`src/rtl/ts_bus_sequencer.sv`:
```
// Shares the Turbosound BDIR/BC/DI bus between Z80 port writes and a host register-write
// FIFO. Every access becomes a DRIVE phase followed by a GAP phase, each HOLD_CYCLES long.
module ts_bus_sequencer #(
    parameter int HOLD_CYCLES = 4,
    parameter int FIFO_AW     = 3
) (
    input  logic       CLK,
    input  logic       RESET,
    input  logic       CPU_WR_ADDR,
    input  logic       CPU_WR_DATA,
    input  logic [7:0] CPU_DI,
    output logic [7:0] CPU_DO,
    output logic       CPU_OVF,
    input  logic       HOST_VALID,
    output logic       HOST_READY,
    input  logic       HOST_CHIP,
    input  logic [7:0] HOST_REG,
    input  logic [7:0] HOST_DATA,
    output logic       TS_BDIR,
    output logic       TS_BC,
    output logic [7:0] TS_DI,
    input  logic [7:0] TS_DO,
    output logic       BUSY
);
    localparam int DEPTH = 1 << FIFO_AW;
    localparam int HCW   = $clog2(HOLD_CYCLES);
    localparam logic [HCW-1:0] HOLD_LAST = HCW'(HOLD_CYCLES - 1);

    typedef struct packed {
        logic       chip;
        logic [7:0] rg;
        logic [7:0] data;
    } host_req_t;

    typedef enum logic [1:0] {IDLE, DRIVE, GAP} state_t;

    state_t           state;
    host_req_t        fifo_mem [DEPTH];
    host_req_t        head;
    host_req_t        job;
    logic [FIFO_AW:0] wr_ptr, rd_ptr;
    logic             fifo_empty, fifo_full, rdy_en;
    logic             push, pop, cpu_stb, cpu_go;
    logic             pend_vld, pend_is_addr;
    logic [7:0]       pend_data;
    logic             launch_is_addr;
    logic [7:0]       launch_data;
    logic             is_host;
    logic [2:0]       step;
    logic [HCW-1:0]   hcnt;
    logic [2:0]       cpu_sel;
    logic [7:0]       cpu_reg;
    logic [7:0]       rd_hold;

    assign fifo_empty = (wr_ptr == rd_ptr);
    assign fifo_full  = (wr_ptr[FIFO_AW] != rd_ptr[FIFO_AW]) &&
                        (wr_ptr[FIFO_AW-1:0] == rd_ptr[FIFO_AW-1:0]);
    assign head       = fifo_mem[rd_ptr[FIFO_AW-1:0]];

    // A strobe in the same clock as a pending entry replaces it (address strobe wins).
    assign cpu_stb        = CPU_WR_ADDR | CPU_WR_DATA;
    assign launch_is_addr = cpu_stb ? CPU_WR_ADDR : pend_is_addr;
    assign launch_data    = cpu_stb ? CPU_DI : pend_data;
    assign cpu_go         = (state == IDLE) && (cpu_stb || pend_vld);
    assign pop            = (state == IDLE) && !(cpu_stb || pend_vld) && !fifo_empty;
    assign push           = HOST_VALID && HOST_READY;

    // A pop frees the slot in the same clock, so a full FIFO still accepts while draining.
    assign HOST_READY = rdy_en && (!fifo_full || pop);
    assign CPU_DO     = BUSY ? rd_hold : TS_DO;

    // Host step words: {bc, value}. Steps 3 and 4 put back the CPU's selection and address.
    function automatic logic [8:0] host_word(input logic [2:0] s, input host_req_t r,
                                             input logic [2:0] sel, input logic [7:0] creg);
        case (s)
            3'd0:    return {1'b1, 5'b11111, 1'b0, sel[1], r.chip};
            3'd1:    return {1'b1, r.rg};
            3'd2:    return {1'b0, r.data};
            3'd3:    return {1'b1, 5'b11111, sel};
            default: return {1'b1, creg};
        endcase
    endfunction

    always_ff @(posedge CLK) begin
        if (push) fifo_mem[wr_ptr[FIFO_AW-1:0]] <= {HOST_CHIP, HOST_REG, HOST_DATA};
    end

    always_ff @(posedge CLK) begin
        if (RESET) begin
            state        <= IDLE;
            TS_BDIR      <= 1'b0;
            TS_BC        <= 1'b0;
            TS_DI        <= 8'h00;
            BUSY         <= 1'b0;
            CPU_OVF      <= 1'b0;
            rdy_en       <= 1'b0;
            wr_ptr       <= '0;
            rd_ptr       <= '0;
            pend_vld     <= 1'b0;
            pend_is_addr <= 1'b0;
            pend_data    <= 8'h00;
            cpu_sel      <= 3'b111;
            cpu_reg      <= 8'h00;
            rd_hold      <= 8'h00;
            hcnt         <= '0;
            step         <= 3'd0;
            is_host      <= 1'b0;
            job          <= '0;
        end else begin
            rdy_en  <= 1'b1;
            CPU_OVF <= cpu_stb && pend_vld;
            if (push) wr_ptr <= wr_ptr + 1'b1;

            if (cpu_go) begin
                pend_vld <= 1'b0;
            end else if (cpu_stb) begin
                pend_vld     <= 1'b1;
                pend_is_addr <= CPU_WR_ADDR;
                pend_data    <= CPU_DI;
            end

            case (state)
                IDLE: begin
                    rd_hold <= TS_DO;
                    if (cpu_go) begin
                        state   <= DRIVE;
                        BUSY    <= 1'b1;
                        TS_BDIR <= 1'b1;
                        TS_BC   <= launch_is_addr;
                        TS_DI   <= launch_data;
                        hcnt    <= HOLD_LAST;
                        is_host <= 1'b0;
                        if (launch_is_addr) begin
                            if (launch_data[7:3] == 5'b11111) cpu_sel <= launch_data[2:0];
                            else                              cpu_reg <= launch_data;
                        end
                    end else if (pop) begin
                        state          <= DRIVE;
                        BUSY           <= 1'b1;
                        TS_BDIR        <= 1'b1;
                        {TS_BC, TS_DI} <= host_word(3'd0, head, cpu_sel, cpu_reg);
                        job            <= head;
                        is_host        <= 1'b1;
                        step           <= 3'd0;
                        hcnt           <= HOLD_LAST;
                        rd_ptr         <= rd_ptr + 1'b1;
                    end
                end
                DRIVE: begin
                    if (hcnt == '0) begin
                        state   <= GAP;
                        TS_BDIR <= 1'b0;
                        TS_BC   <= 1'b0;
                        hcnt    <= HOLD_LAST;
                    end else begin
                        hcnt <= hcnt - 1'b1;
                    end
                end
                GAP: begin
                    if (hcnt == '0) begin
                        // Host steps chain without returning to IDLE, so no CPU access can interleave.
                        if (is_host && step != 3'd4) begin
                            state          <= DRIVE;
                            TS_BDIR        <= 1'b1;
                            {TS_BC, TS_DI} <= host_word(step + 3'd1, job, cpu_sel, cpu_reg);
                            step           <= step + 3'd1;
                            hcnt           <= HOLD_LAST;
                        end else begin
                            state <= IDLE;
                            BUSY  <= 1'b0;
                        end
                    end else begin
                        hcnt <= hcnt - 1'b1;
                    end
                end
                default: state <= IDLE;
            endcase
        end
    end
endmodule

```
`config.mk`:
```
export PLATFORM = sky130hd
export DESIGN_NAME = ts_bus_sequencer
export DESIGN_NICKNAME = d
export VERILOG_FILES = /design/src/rtl/ts_bus_sequencer.sv
export SDC_FILE = /design/constraint.sdc
export NUM_CORES = 1
export LEC_CHECK = 0
export CAP_MARGIN = 20
export CELL_PAD_IN_SITES_DETAIL_PLACEMENT = 0
export CELL_PAD_IN_SITES_GLOBAL_PLACEMENT = 2
export CORE_MARGIN = 2
export CORE_UTILIZATION = 45
export DETAILED_ROUTE_END_ITERATION = 10
export DONT_BUFFER_PORTS = 1
export HOLD_SLACK_MARGIN = 0.05
export PLACE_DENSITY = 0.86
export SYNTH_ARGS = -nofsm -noshare
export SYNTH_HDL_FRONTEND = slang
export SYNTH_SLANG_ARGS = --single-unit
```
`constraint.sdc`:
```
create_clock -name CLK -period 6.1 [get_ports CLK]
set_input_delay 0.915 -clock CLK [delete_from_list [all_inputs] [get_ports CLK]]
set_output_delay 0.915 -clock CLK [all_outputs]
set_load 0.01 [all_outputs]
```
Word-level counts from Yosys, hierarchy flattened

Memories as Yosys holds them, arrays and structs flattened. A register that Yosys moved wholly into a read port is not among the register bits.
Cells that the tools add are included.

Bits of input ports: 38
RAM bits: 136
Logic and storage cells: 122
Register bits: 75
Output and inout port bits: 21
Memories: 1

Equal/unequal tests: 18
Muxes and demuxes: 45
Add/sub/neg operators: 4
Bitwise operators: 3
Reduce and logical (&&, ||, !) cells: 30

Memory list:

| memory   | depth | bits a word | rd ports | clocked after memory_dff | wr ports | RTL line | source |
|---|---|---|---|---|---|---|---|
| fifo_mem | 8     | 17          | 1        | 1                        | 1        | 38       | `host_req_t fifo_mem [DEPTH];` |

Operator list:

| cell                                                 | count |
|---|---|
| two-way mux 8 bit                                    | 6 |
| case mux 9 bit (4 select lines)                      | 1 |
| two-way mux 2 bit                                    | 9 |
| two-way mux 3 bit                                    | 6 |
| two-way mux 1 bit                                    | 16 |
| case mux 8 bit (2 select lines)                      | 1 |
| AND reduction 4 bit                                  | 4 |
| inequality test 2 bit (second input constant)        | 6 |
| case mux 2 bit (3 select lines)                      | 2 |
| AND reduction 5 bit                                  | 2 |
| inequality test 3 bit (second input constant)        | 3 |
| AND reduction 3 bit                                  | 3 |
| adder 4 x 1 -> 4 bit (second input constant)         | 2 |
| logical AND 1 bit                                    | 8 |
| equality test 3 x 2 -> 1 bit (second input constant) | 2 |
| case mux 1 bit (3 select lines)                      | 2 |
| case mux 3 bit (2 select lines)                      | 1 |
| equality test 5 bit (second input constant)          | 1 |
| equality test 4 bit                                  | 1 |
| zero test 2 bit                                      | 2 |
| nonzero test 2 bit                                   | 2 |
| adder 3 x 1 -> 3 bit (second input constant)         | 1 |
| equality test 3 x 1 -> 1 bit (second input constant) | 1 |
| equality test 3 bit                                  | 1 |
| 13 further kinds                                     | 17 |

Depth between registers and ports, before layout

Gate-level depths: netlist (run 1).

Word-level depth: 10
Mapped depth: 8
Depth with buffers taken out: 7

Worst setup path after synthesis (run 1)

OpenSTA, ideal clock, no wires.

Path type: input port to flip-flop
Start point: input port CPU_WR_DATA
End point: memory fifo_mem[1][0] in the netlist's numbering (enable)
Arrival time: 3.645 ns
Path buffers: 1
Stages on the path: 5
Library setup time: 0.441 ns
Path slack: 2.014 ns
Required time: 5.659 ns
Cells stage by stage: or4b_4 -> nand4_2 -> o211ai_2 -> buf_6 -> nor4b_1

Longest elaborated chain between the ends: 10

Ends and longest elaborated chain:

| element                                 | RTL line | source |
|---|---|---|
| start, declared                         | 10       | `input logic CPU_WR_DATA,` |
| OR 1 bit                                | 61       | `assign cpu_stb = CPU_WR_ADDR \| CPU_WR_DATA;` |
| logical OR 1 bit                        | 65       | `assign pop = (state == IDLE) && !(cpu_stb \|\| pend_vld) && !fifo_empty;` |
| zero test 1 bit                         | 65       |  |
| logical AND 1 bit (2 in series)         | 65       |  |
| logical OR 1 bit                        | 69       | `assign HOST_READY = rdy_en && (!fifo_full \|\| pop);` |
| logical AND 1 bit                       | 69       |  |
| logical AND 1 bit                       | 66       | `assign push = HOST_VALID && HOST_READY;` |
| two-way mux 1 bit                       | 85       | `if (push) fifo_mem[wr_ptr[FIFO_AW-1:0]] <= {HOST_CHIP, HOST_REG, HOST_DATA};` |
| two-way mux 1 bit (not written as such) | 85       |  |
| end, declared                           | 38       |  |

Every way passes these cells.

Worst setup path in the final report (run 1)

Start point: register state[1]
End point: output port HOST_READY

Longest elaborated chain between the ends: 5

Ends and longest elaborated chain:

| element                         | RTL line | source |
|---|---|---|
| start, declared                 | 37       | `state_t state;` |
| start signal, assigned          | 90       | `state <= IDLE;` |
| start signal, assigned          | 126      | `state <= DRIVE;` |
| start signal, assigned          | 138      | `state <= DRIVE;` |
| zero test 2 bit                 | 65       |  |
| logical AND 1 bit (2 in series) | 65       |  |
| logical OR 1 bit                | 69       |  |
| logical AND 1 bit               | 69       |  |
| end, declared                   | 15       | `output logic HOST_READY,` |

Every way passes these cells.

==> impl_metrics.csv, run 1 <==
group,metric,value,unit
outcome,outcome,"completed",
clock_tree,tritoncts,"done",
hold_path,hold_class,"reg -> reg",
sta,worst_pin_slew,1.057,ns
clock_tree,cts_resized,0,
critical_path,required,5.18,ns
logic_synthesis,syn_area_per_cell,14.71,um2
global_routing,grtUsageTotal,16.61,%
place,dp_hpwl,11.28,mm
global_routing,grt_pass1_wl,28.35,mm
die,io_pins,59,
critical_path,crit_start,"state[1]$_SDFFE_PP0P_",
critical_path,crit_family,"adder cells",
layout,largest_reg_flops,136,
logic_synthesis,yosysTopAreaCellShare,45.59,%
logic_synthesis,yosysWarnings,0,
critical_path,arrival,2.74,ns
hold_path,worstHoldStart,"cpu_reg[2]$_SDFFE_PP0P_",
critical_path,criticalPathCategory,"reg -> out",
layout,syn_to_final_growth,11.29,%
logic_synthesis,synthTopCellsByCount,"edfxtp_1, dfxtp_1, nor2_1, mux2i_1, mux4_2",
power,vdd_drop_max,0.3362,mV
clock_tree,clock_sinks,214,
route,drc,0,
clock_tree,postCtsSetupRepairBufs,0,
sta,fmaxAchievable,273.8,MHz
logic_synthesis,yosys_register_bits,214,
critical_path,path_max_fanout,23,
global_routing,grt_overflow,0,
logic_synthesis,post-synth-top-count-cell,"edfxtp_1",
sta,slew-limit-headroom,29.29,%
die,die-width,145.1,um
layout,num_antenna_cells,0,
critical_path,endpoint_kind,"output port",
critical_path,max_stage_delay,0.81,ns
logic_synthesis,syn_inst,609,
clock_tree,cts_inserted_buffers,22,
sta,setup_tns,0,ns
route,vias,5023,
route,drt_iter0_drc,275,
logic_synthesis,yosysTopAreaCell,"edfxtp_1",
die,dieArea,21050,um2
clock_tree,ctsHoldBuffers,0,
power,p_leak,0.003250,uW
sta,clock_skew,0.006934,ns
critical_path,critical_path_buf_inv_count,1,
route,finalWirelength,17.53,mm
layout,final_core_util,51.05,%
clock_tree,clk_path_buf_depth,3,
logic_synthesis,synth.distinct_cells,69,
critical_path,critPathLaunchType,"register",
logic_synthesis,synth_nets,660,
layout,drive_above_1_share,20.45,%
route,dr.pass1.iters,4,
critical_path,path_cells,"inv_1 > ha_1 > or4b_4 > nand4_2 > o21a_1",
route,drtAntennaViolNets,0,
route,wl_per_cell,19.78,um
sta,rsz0062_at_grt,"no",
sta,setup_viol,0,
logic_synthesis,ys.flop_type,"edfxtp_1",
sta,drv_slew,0,
clock_tree,clk_latency,0.50,ns
route,routed_via_density,5.669,
place,placed_cell_area,9211,um2
sta,finalHoldViolations,0,
layout,nets,659,
sta,period_needed,3.652,ns
clock_tree,cts_root_buf,"clkbuf_16",
global_routing,antenna_found_initial,0,
die,start_util,45.87,%
critical_path,reg2reg_from,"state[1]$_SDFFE_PP0P_",
logic_synthesis,synth_area_leaders,"edfxtp_1, dfxtp_1, mux4_2",
power,power_density,335.1,nW/um2
logic_synthesis,synth-async-reset-ratio,0,%
place,portBuffers,0,
layout,stdcell_area,9968,um2
die,core-area,19530,um2
logic_synthesis,syn_area,8957,um2
place,globalplace.congestion,0.7460,
global_routing,grt_pass1_vias,5230,
global_routing,grt_max_degree,72,
logic_synthesis,synth_seq_area_share,63.03,%
clock_tree,h-tree-depth,1,
critical_path,crit_path_top_delay_cell,"ha_1",
clock_tree,clk_pin_slew_worst_paths,0.06,ns
logic_synthesis,synth_edf_count,136,
die,fp.dieH,145.1,um
sta,min_period_over_period,59.87,%
job,drv_cap,0,
die,rows,51,
==> cell families after synthesis <==
kind of cell | Yosys count | synth area share, %
muxes | 91 | 15.11
buffers and inverters | 48 | 2.738
and+or+nand+nor | 125 | 6.817
DFF | 214 | 63.03
AOI/OAI and AO/OA | 108 | 9.513
adders and majority gates | 13 | 1.816
xor gates and xnor gates | 10 | 0.9777
==> final timing paths <==
path	end	slack (ns)	cells past startpoint
worst min register to register	cpu_reg[2]$_SDFFE_PP0P_	0.49	2
worst max register to register	fifo_mem[6][7]$_DFFE_PP_	2.77	8
worst max-delay path	HOST_READY	2.45	5
worst min-delay path	cpu_reg[2]$_SDFFE_PP0P_	0.49	2
==> power by group <==
part	leakage (uW)	switching, uW	internal [uW]
Sequential	0.00187	62.3	1610
Combinational	0.00103	204	159
Clock	0.000347	522	779
==> cell usage in the layout (no fill, tap or decap), types with 3 or more instances in the layout <==
| cell type | instances |
|---|---|
| dfxtp_1 | 77 |
| inv_1 | 10 |
| mux2i_1 | 43 |
| nor2b_1 | 3 |
| xnor2_1 | 6 |
| nand4_1 | 3 |
| clkbuf_16 | 22 |
| edfxtp_1 | 136 |
| mux4_2 | 34 |
| nor3_1 | 7 |
| ha_1 | 13 |
| clkinv_2 | 3 |
| a21oi_1 | 20 |
| xor2_1 | 4 |
| mux2_2 | 14 |
| nand2b_1 | 4 |
| nand3_1 | 3 |
| a22o_1 | 6 |
| buf_4 | 10 |
| a211oi_1 | 12 |
| clkinv_1 | 4 |
| a32oi_1 | 6 |
| o211ai_1 | 4 |
| nor2_1 | 64 |
| nand2_1 | 18 |
| a211oi_2 | 11 |
| clkbuf_8 | 3 |
| o21ai_0 | 23 |
==> stage by stage <==
| step | power, uW | hold slack, ns | cells | worst slack, ns |
|---|---|---|---|---|
| finish | 3341 | 0.4881 | 886 | 2.448 |
| global route | 3470 | 0.4701 | 886 | 2.289 |
| CTS | 3372 | 0.4733 | 884 | 2.389 |
| detailed placement | 2071 | 0.4751 | 847 | 2.665 |
| global placement | 2058 | 0.4525 | 847 | 2.782 |
| floorplan | 1996 | 0.4453 | 609 | 2.014 |
==> metal layers <==
metal	global-route usage [%]	vias up	share of wire, %
met5	0	-	0
met4	4.020	0	1.9
met3	3.019	18	4.5
met2	28.90	120	50
met1	21.71	2544	44
li1	-	2341	-
==> tightest hold or removal path: cells and delay by family, from the launching register on <==
kind | cells | cell delay [ns]
flip-flops | 1 | 0.32
AND/OR/NAND/NOR | 1 | 0.07
multiplexers | 1 | 0.06
==> cell type report <==
class / count / area, um2
Multi-Input combinational cell: 347 / 3117
Clock inverter: 10 / 110.1
Clock buffer: 27 / 599.3
Fill cell: 1654 / 9558
Inverter: 11 / 41.29
Tap cell: 265 / 331.6
Timing Repair Buffer: 12 / 122.6
Sequential cell: 214 / 5647
Power figures use the tool's default switching activity.
==> run 2: changes to the inputs <==
- CORE_UTILIZATION: 45 -> 41
- PLACE_DENSITY: 0.86 -> 0.83
- clock period: 6.1 -> 3.22 ns (I/O delays scaled with it)
==> impl_metrics.csv, run 2 (synthesis gave the netlist of run 1 again) <==
group,metric,value,unit
outcome,outcome,"completed",
sta,worst_slack,0.6857,ns
layout,drive_above_1_share,20.77,%
layout,mostFrequentLayoutCell,"edfxtp_1",
place,place_ws,0.7606,ns
critical_path,endpoint_kind,"output port",
route,routed_via_density,5.529,
place,portBuffers,0,
die,dieArea,23040,um2
sta,period_needed,2.534,ns
clock_tree,tritoncts,"done",
layout,nFillCells,1880,
sta,setup_viol,0,
clock_tree,h-tree-depth,1,
global_routing,grtUsageTotal,16.20,%
clock_tree,clk_pin_slew_worst_paths,0.06,ns
die,die-width,151.8,um
job,drv_cap,0,
critical_path,required,2.74,ns
clock_tree,cts_resized,0,
route,wl_met1,8.273,mm
clock_tree,clk_latency,0.53,ns
hold_path,hold_class,"in -> reg",
sta,clock_skew,0.02067,ns
global_routing,grt_pass1_vias,5311,
route,drtAntennaViolNets,0,
sta,rsz0062_at_grt,"no",
die,io_pins,59,
global_routing,grt_overflow,0,
route,wl_per_cell,20.18,um
critical_path,max_stage_delay,0.51,ns
critical_path,path_cells,"xnor2_1 > nand4_2 > o21a_1 > buf_4",
place,dp_hpwl,11.84,mm
critical_path,crit_start,"wr_ptr[1]$_SDFFE_PP0P_",
route,vias,5142,
route,wl_met2,9.050,mm
critical_path,arrival,2.05,ns
layout,stdcell_area,10220,um2
sta,finalHoldViolations,0,
layout,syn_to_final_growth,14.14,%
die,rows,54,
critical_path,crit_family,"XOR/XNOR gates",
hold_path,worstHoldStart,"HOST_REG[0]",
clock_tree,ctsHoldBuffers,21,
layout,nets,684,
global_routing,grt_pass1_wl,29.97,mm
clock_tree,postCtsSetupRepairBufs,0,
layout,largest_reg_flops,136,
route,drt_iter0_drc,342,
die,start_util,41.43,%
global_routing,grt_max_degree,35,
critical_path,critPathLaunchType,"register",
layout,final_cell_mix,"edfxtp_1, dfxtp_1, nor2_1",
route,highest_layer,"met4",
clock_tree,clock_sinks,214,
power,vdd_drop_max,0.4900,mV
power,power_density,628.9,nW/um2
clock_tree,cts_inserted_buffers,23,
clock_tree,cts_root_buf,"clkbuf_16",
critical_path,critical_path_buf_inv_count,1,
place,placed_cell_area,9280,um2
sta,drv_slew,0,
sta,min_period_over_period,78.70,%
sta,worst_pin_slew,0.9578,ns
route,dr.pass1.iters,5,
clock_tree,clk_path_buf_depth,3,
place,globalplace.congestion,0.7474,
critical_path,reg2reg_from,"state[1]$_SDFFE_PP0P_",
route,drc,0,
critical_path,criticalPathCategory,"reg -> out",
sta,slew-limit-headroom,35.93,%
power,p_leak,0.003367,uW
layout,num_antenna_cells,0,
global_routing,antenna_found_initial,0,
die,fp.dieH,151.8,um
route,finalWirelength,18.77,mm
critical_path,crit_path_top_delay_cell,"xnor2_1",
critical_path,path_max_fanout,11,
route,wl_met3,973,um
sta,fmaxAchievable,394.6,MHz
die,core-area,21620,um2
-- run 2: per-stage QoR --
| stage | instances | hold WS (ns) | setup TNS, ns | power (uW) | utilization, % |
|---|---|---|---|---|---|
| global placement | 867 | 0.4511 | 0 | 3915 | 42.92 |
| global route | 930 | 0.05526 | 0 | 6683 | 47.29 |
| CTS | 930 | 0.05298 | 0 | 6489 | 47.29 |
| detailed placement | 867 | 0.4687 | 0 | 3935 | 42.92 |
| finish | 930 | 0.06868 | 0 | 6429 | 47.29 |
| floorplan | 609 | 0.4453 | -22.17 | 3781 | - |
-- run 2: area by class of cell --
| cell class | instances | area, um2 | share of cell area, % |
|---|---|---|---|
| multi-input cells | 347 | 3117 | 30.49 |
| inverters | 11 | 41.29 | 0.4039 |
| clock buffers | 27 | 600.6 | 5.874 |
| flip-flops and latches | 214 | 5647 | 55.23 |
| clock inverters | 15 | 122.6 | 1.199 |
| repair buffers | 36 | 345.3 | 3.378 |
| well taps | 280 | 350.3 | 3.427 |
-- run 2: final timing paths --
path	endpoint	slack, ns	cells past startpoint
setup / recovery	HOST_READY	0.69	4
hold reg to reg	pend_data[0]$_SDFFE_PP0P_	0.48	2
setup reg to reg	fifo_mem[1][11]$_DFFE_PP_	0.79	7
hold / removal	fifo_mem[5][8]$_DFFE_PP_	0.07	0
-- run 2: power breakdown --
group          internal, uW  total (uW)  switching [uW]
clock                  1430        2500            1070
sequential             3060        3180             126
combinational           323         750             427
-- run 2: metal layers --
layer	up-vias	global-route usage [%]
met5	-	0
met4	0	4.628
met3	32	2.938
met2	135	26.81
met1	2577	22.06
li1	2398	-
==> run 3: changes to the inputs <==
- clock period: 3.22 -> 2.2 ns (I/O delays scaled with it)
==> impl_metrics.csv, run 3 (synthesis gave the netlist of run 1 again) <==
group,metric,value,unit
place,globalplace.congestion,0.7718,
clock_tree,tritoncts,"done",
global_routing,grt_overflow,0,
route,vias,5201,
critical_path,path_max_fanout,17,
layout,multi_input_area,3212,um2
critical_path,path_cells,"inv_2 > ha_4 > or4b_4 > nand4_4 > o211ai_2 > nor4b_4 > buf_12",
critical_path,crit_path_top_delay_cell,"or4b_4",
die,dieArea,23040,um2
outcome,outcome,"finished, violations left",
job,drv_cap,0,
die,core-area,21620,um2
sta,period_needed,2.215,ns
global_routing,grtUsageTotal,15.98,%
sta,drv_slew,0,
hold_path,worstHoldStart,"RESET",
critical_path,critical_path_buf_inv_count,2,
sta,slew-limit-headroom,60.13,%
clock_tree,clk_path_buf_depth,3,
layout,layoutNonFillerInstCount,966,
sta,min_period_over_period,100.7,%
sta,finalHoldViolations,0,
power,vdd_drop_max,0.7215,mV
clock_tree,clk_latency,0.52,ns
die,start_util,41.43,%
die,fp.dieH,151.8,um
critical_path,max_stage_delay,0.49,ns
route,finalWirelength,18.66,mm
global_routing,antenna_found_initial,0,
die,rows,54,
critical_path,critPathLaunchType,"register",
route,drc,0,
sta,rsz0062_at_grt,"yes",
clock_tree,clk_pin_slew_worst_paths,0.06,ns
global_routing,grt_pass1_wl,29.84,mm
clock_tree,cts_inserted_buffers,23,
clock_tree,h-tree-depth,1,
clock_tree,clock_sinks,214,
critical_path,endpoint_kind,"register",
layout,largest_reg_flops,136,
power,power_density,889.4,nW/um2
die,io_pins,59,
outcome,violations,"setup timing",
layout,nets,722,
hold_path,hold_class,"in -> reg",
critical_path,crit_family,"simple AND/OR/NAND/NOR gates",
layout,nFillCells,1830,
layout,final_core_util,49.79,%
sta,fmaxAchievable,451.4,MHz
critical_path,reg2regPathDepth,7,
critical_path,regToRegSetupSlack,-0.02,ns
place,dp_hpwl,12.23,mm
critical_path,arrival,2.43,ns
sta,setup_viol,34,
route,drtAntennaViolNets,0,
hold_path,whs_endpoint,"rdy_en$_DFF_P_",
critical_path,required,2.42,ns
die,die-width,151.8,um
route,drt_iter0_drc,294,
critical_path,criticalPathCategory,"reg -> reg",
route,routed_via_density,5.384,
route,dr.pass1.iters,4,
layout,syn_to_final_growth,20.18,%
critical_path,r2r_end,"fifo_mem[1][1]$_DFFE_PP_",
layout,final_cell_mix,"edfxtp_1, dfxtp_1, nor2_1",
layout,seqCellArea,5650,um2
sta,clock_skew,0.01762,ns
place,portBuffers,0,
sta,worst_pin_slew,0.5903,ns
hold_path,worstHoldPathCells,1,
route,wl_per_cell,19.32,um
layout,drive_above_1_share,24.49,%
global_routing,grt_pass1_vias,5466,
power,p_leak,0.003567,uW
clock_tree,cts_root_buf,"clkbuf_16",
critical_path,reg2reg_from,"state[1]$_SDFFE_PP0P_",
global_routing,grt_max_degree,70,
layout,num_antenna_cells,0,
layout,mostFrequentLayoutCell,"edfxtp_1",
sta,worst_slack,-0.01548,ns
place,dpl.cell_count,890,
[run 3: routing by layer]
metal | share of wire, % | vias to the layer above | routed length, um | global-route usage [%]
met5 | 0 | - | 0 | 0
met4 | 1.6 | 0 | 297 | 3.026
met3 | 4.6 | 20 | 860 | 2.881
met2 | 47 | 110 | 8791 | 26.43
met1 | 47 | 2587 | 8711 | 22.46
li1 | - | 2484 | - | -
[run 3: area by class of cell]
type,count,area share [%]
clock inverters,8,0.8368
multi-input cells,347,29.84
repair buffers,74,7.264
well taps,280,3.254
flip-flops and latches,214,52.49
clock buffers,32,5.939
inverters,11,0.3835
[run 3: worst max-delay path by stage]
stage	end	cells after the start	startpoint
4_1_cts	HOST_READY	6	state[0]$_SDFFE_PP0P_
5_1_grt	fifo_mem[1][1]$_DFFE_PP_	7	state[1]$_SDFFE_PP0P_
3_3_place_gp	fifo_mem[7][11]$_DFFE_PP_	8	state[1]$_SDFFE_PP0P_
3_5_place_dp	fifo_mem[1][11]$_DFFE_PP_	7	state[1]$_SDFFE_PP0P_
6_report	fifo_mem[1][1]$_DFFE_PP_	7	state[1]$_SDFFE_PP0P_
2_1_floorplan	fifo_mem[1][0]$_DFFE_PP_	7	state[1]$_SDFFE_PP0P_
[run 3: what timing repair did]
| item | 4_1_cts | 5_1_grt |
|---|---|---|
| setup buffers | 3 | 1 |
| pin swaps | 2 | 4 |
| hold endpoints to repair | 205 | 0 |
| gates cloned | 0 | 0 |
| hold buffers | 32 | 0 |
| endpoints found under the setup margin | 47 | 102 |
| gates resized for setup | 2 | 1 |
[run 3: report_power, final]
part / total (uW) / switching, uW / internal [uW] / leakage [uW]
Sequential: 4630 / 158 / 4470 / 0.00187
Combinational: 1250 / 678 / 570 / 0.00135
Clock: 3690 / 1530 / 2160 / 0.000346
[run 3: per-stage QoR]
stage / TNS, ns / setup WS, ns / total power (uW) / hold WS, ns / cell area, um2
finish: -0.2360 / -0.01548 / 9574 / 0.07088 / 10770
global route: -3.603 / -0.07153 / 9972 / 0.06559 / 10770
CTS: -0.2644 / -0.03900 / 9685 / 0.05287 / 10760
detailed placement: -0.4564 / -0.02694 / 5857 / 0.4192 / 9657
global placement: 0 / 0.02600 / 5816 / 0.4151 / 9657
floorplan: -20.87 / -0.3023 / 5563 / 0.4289 / 9087
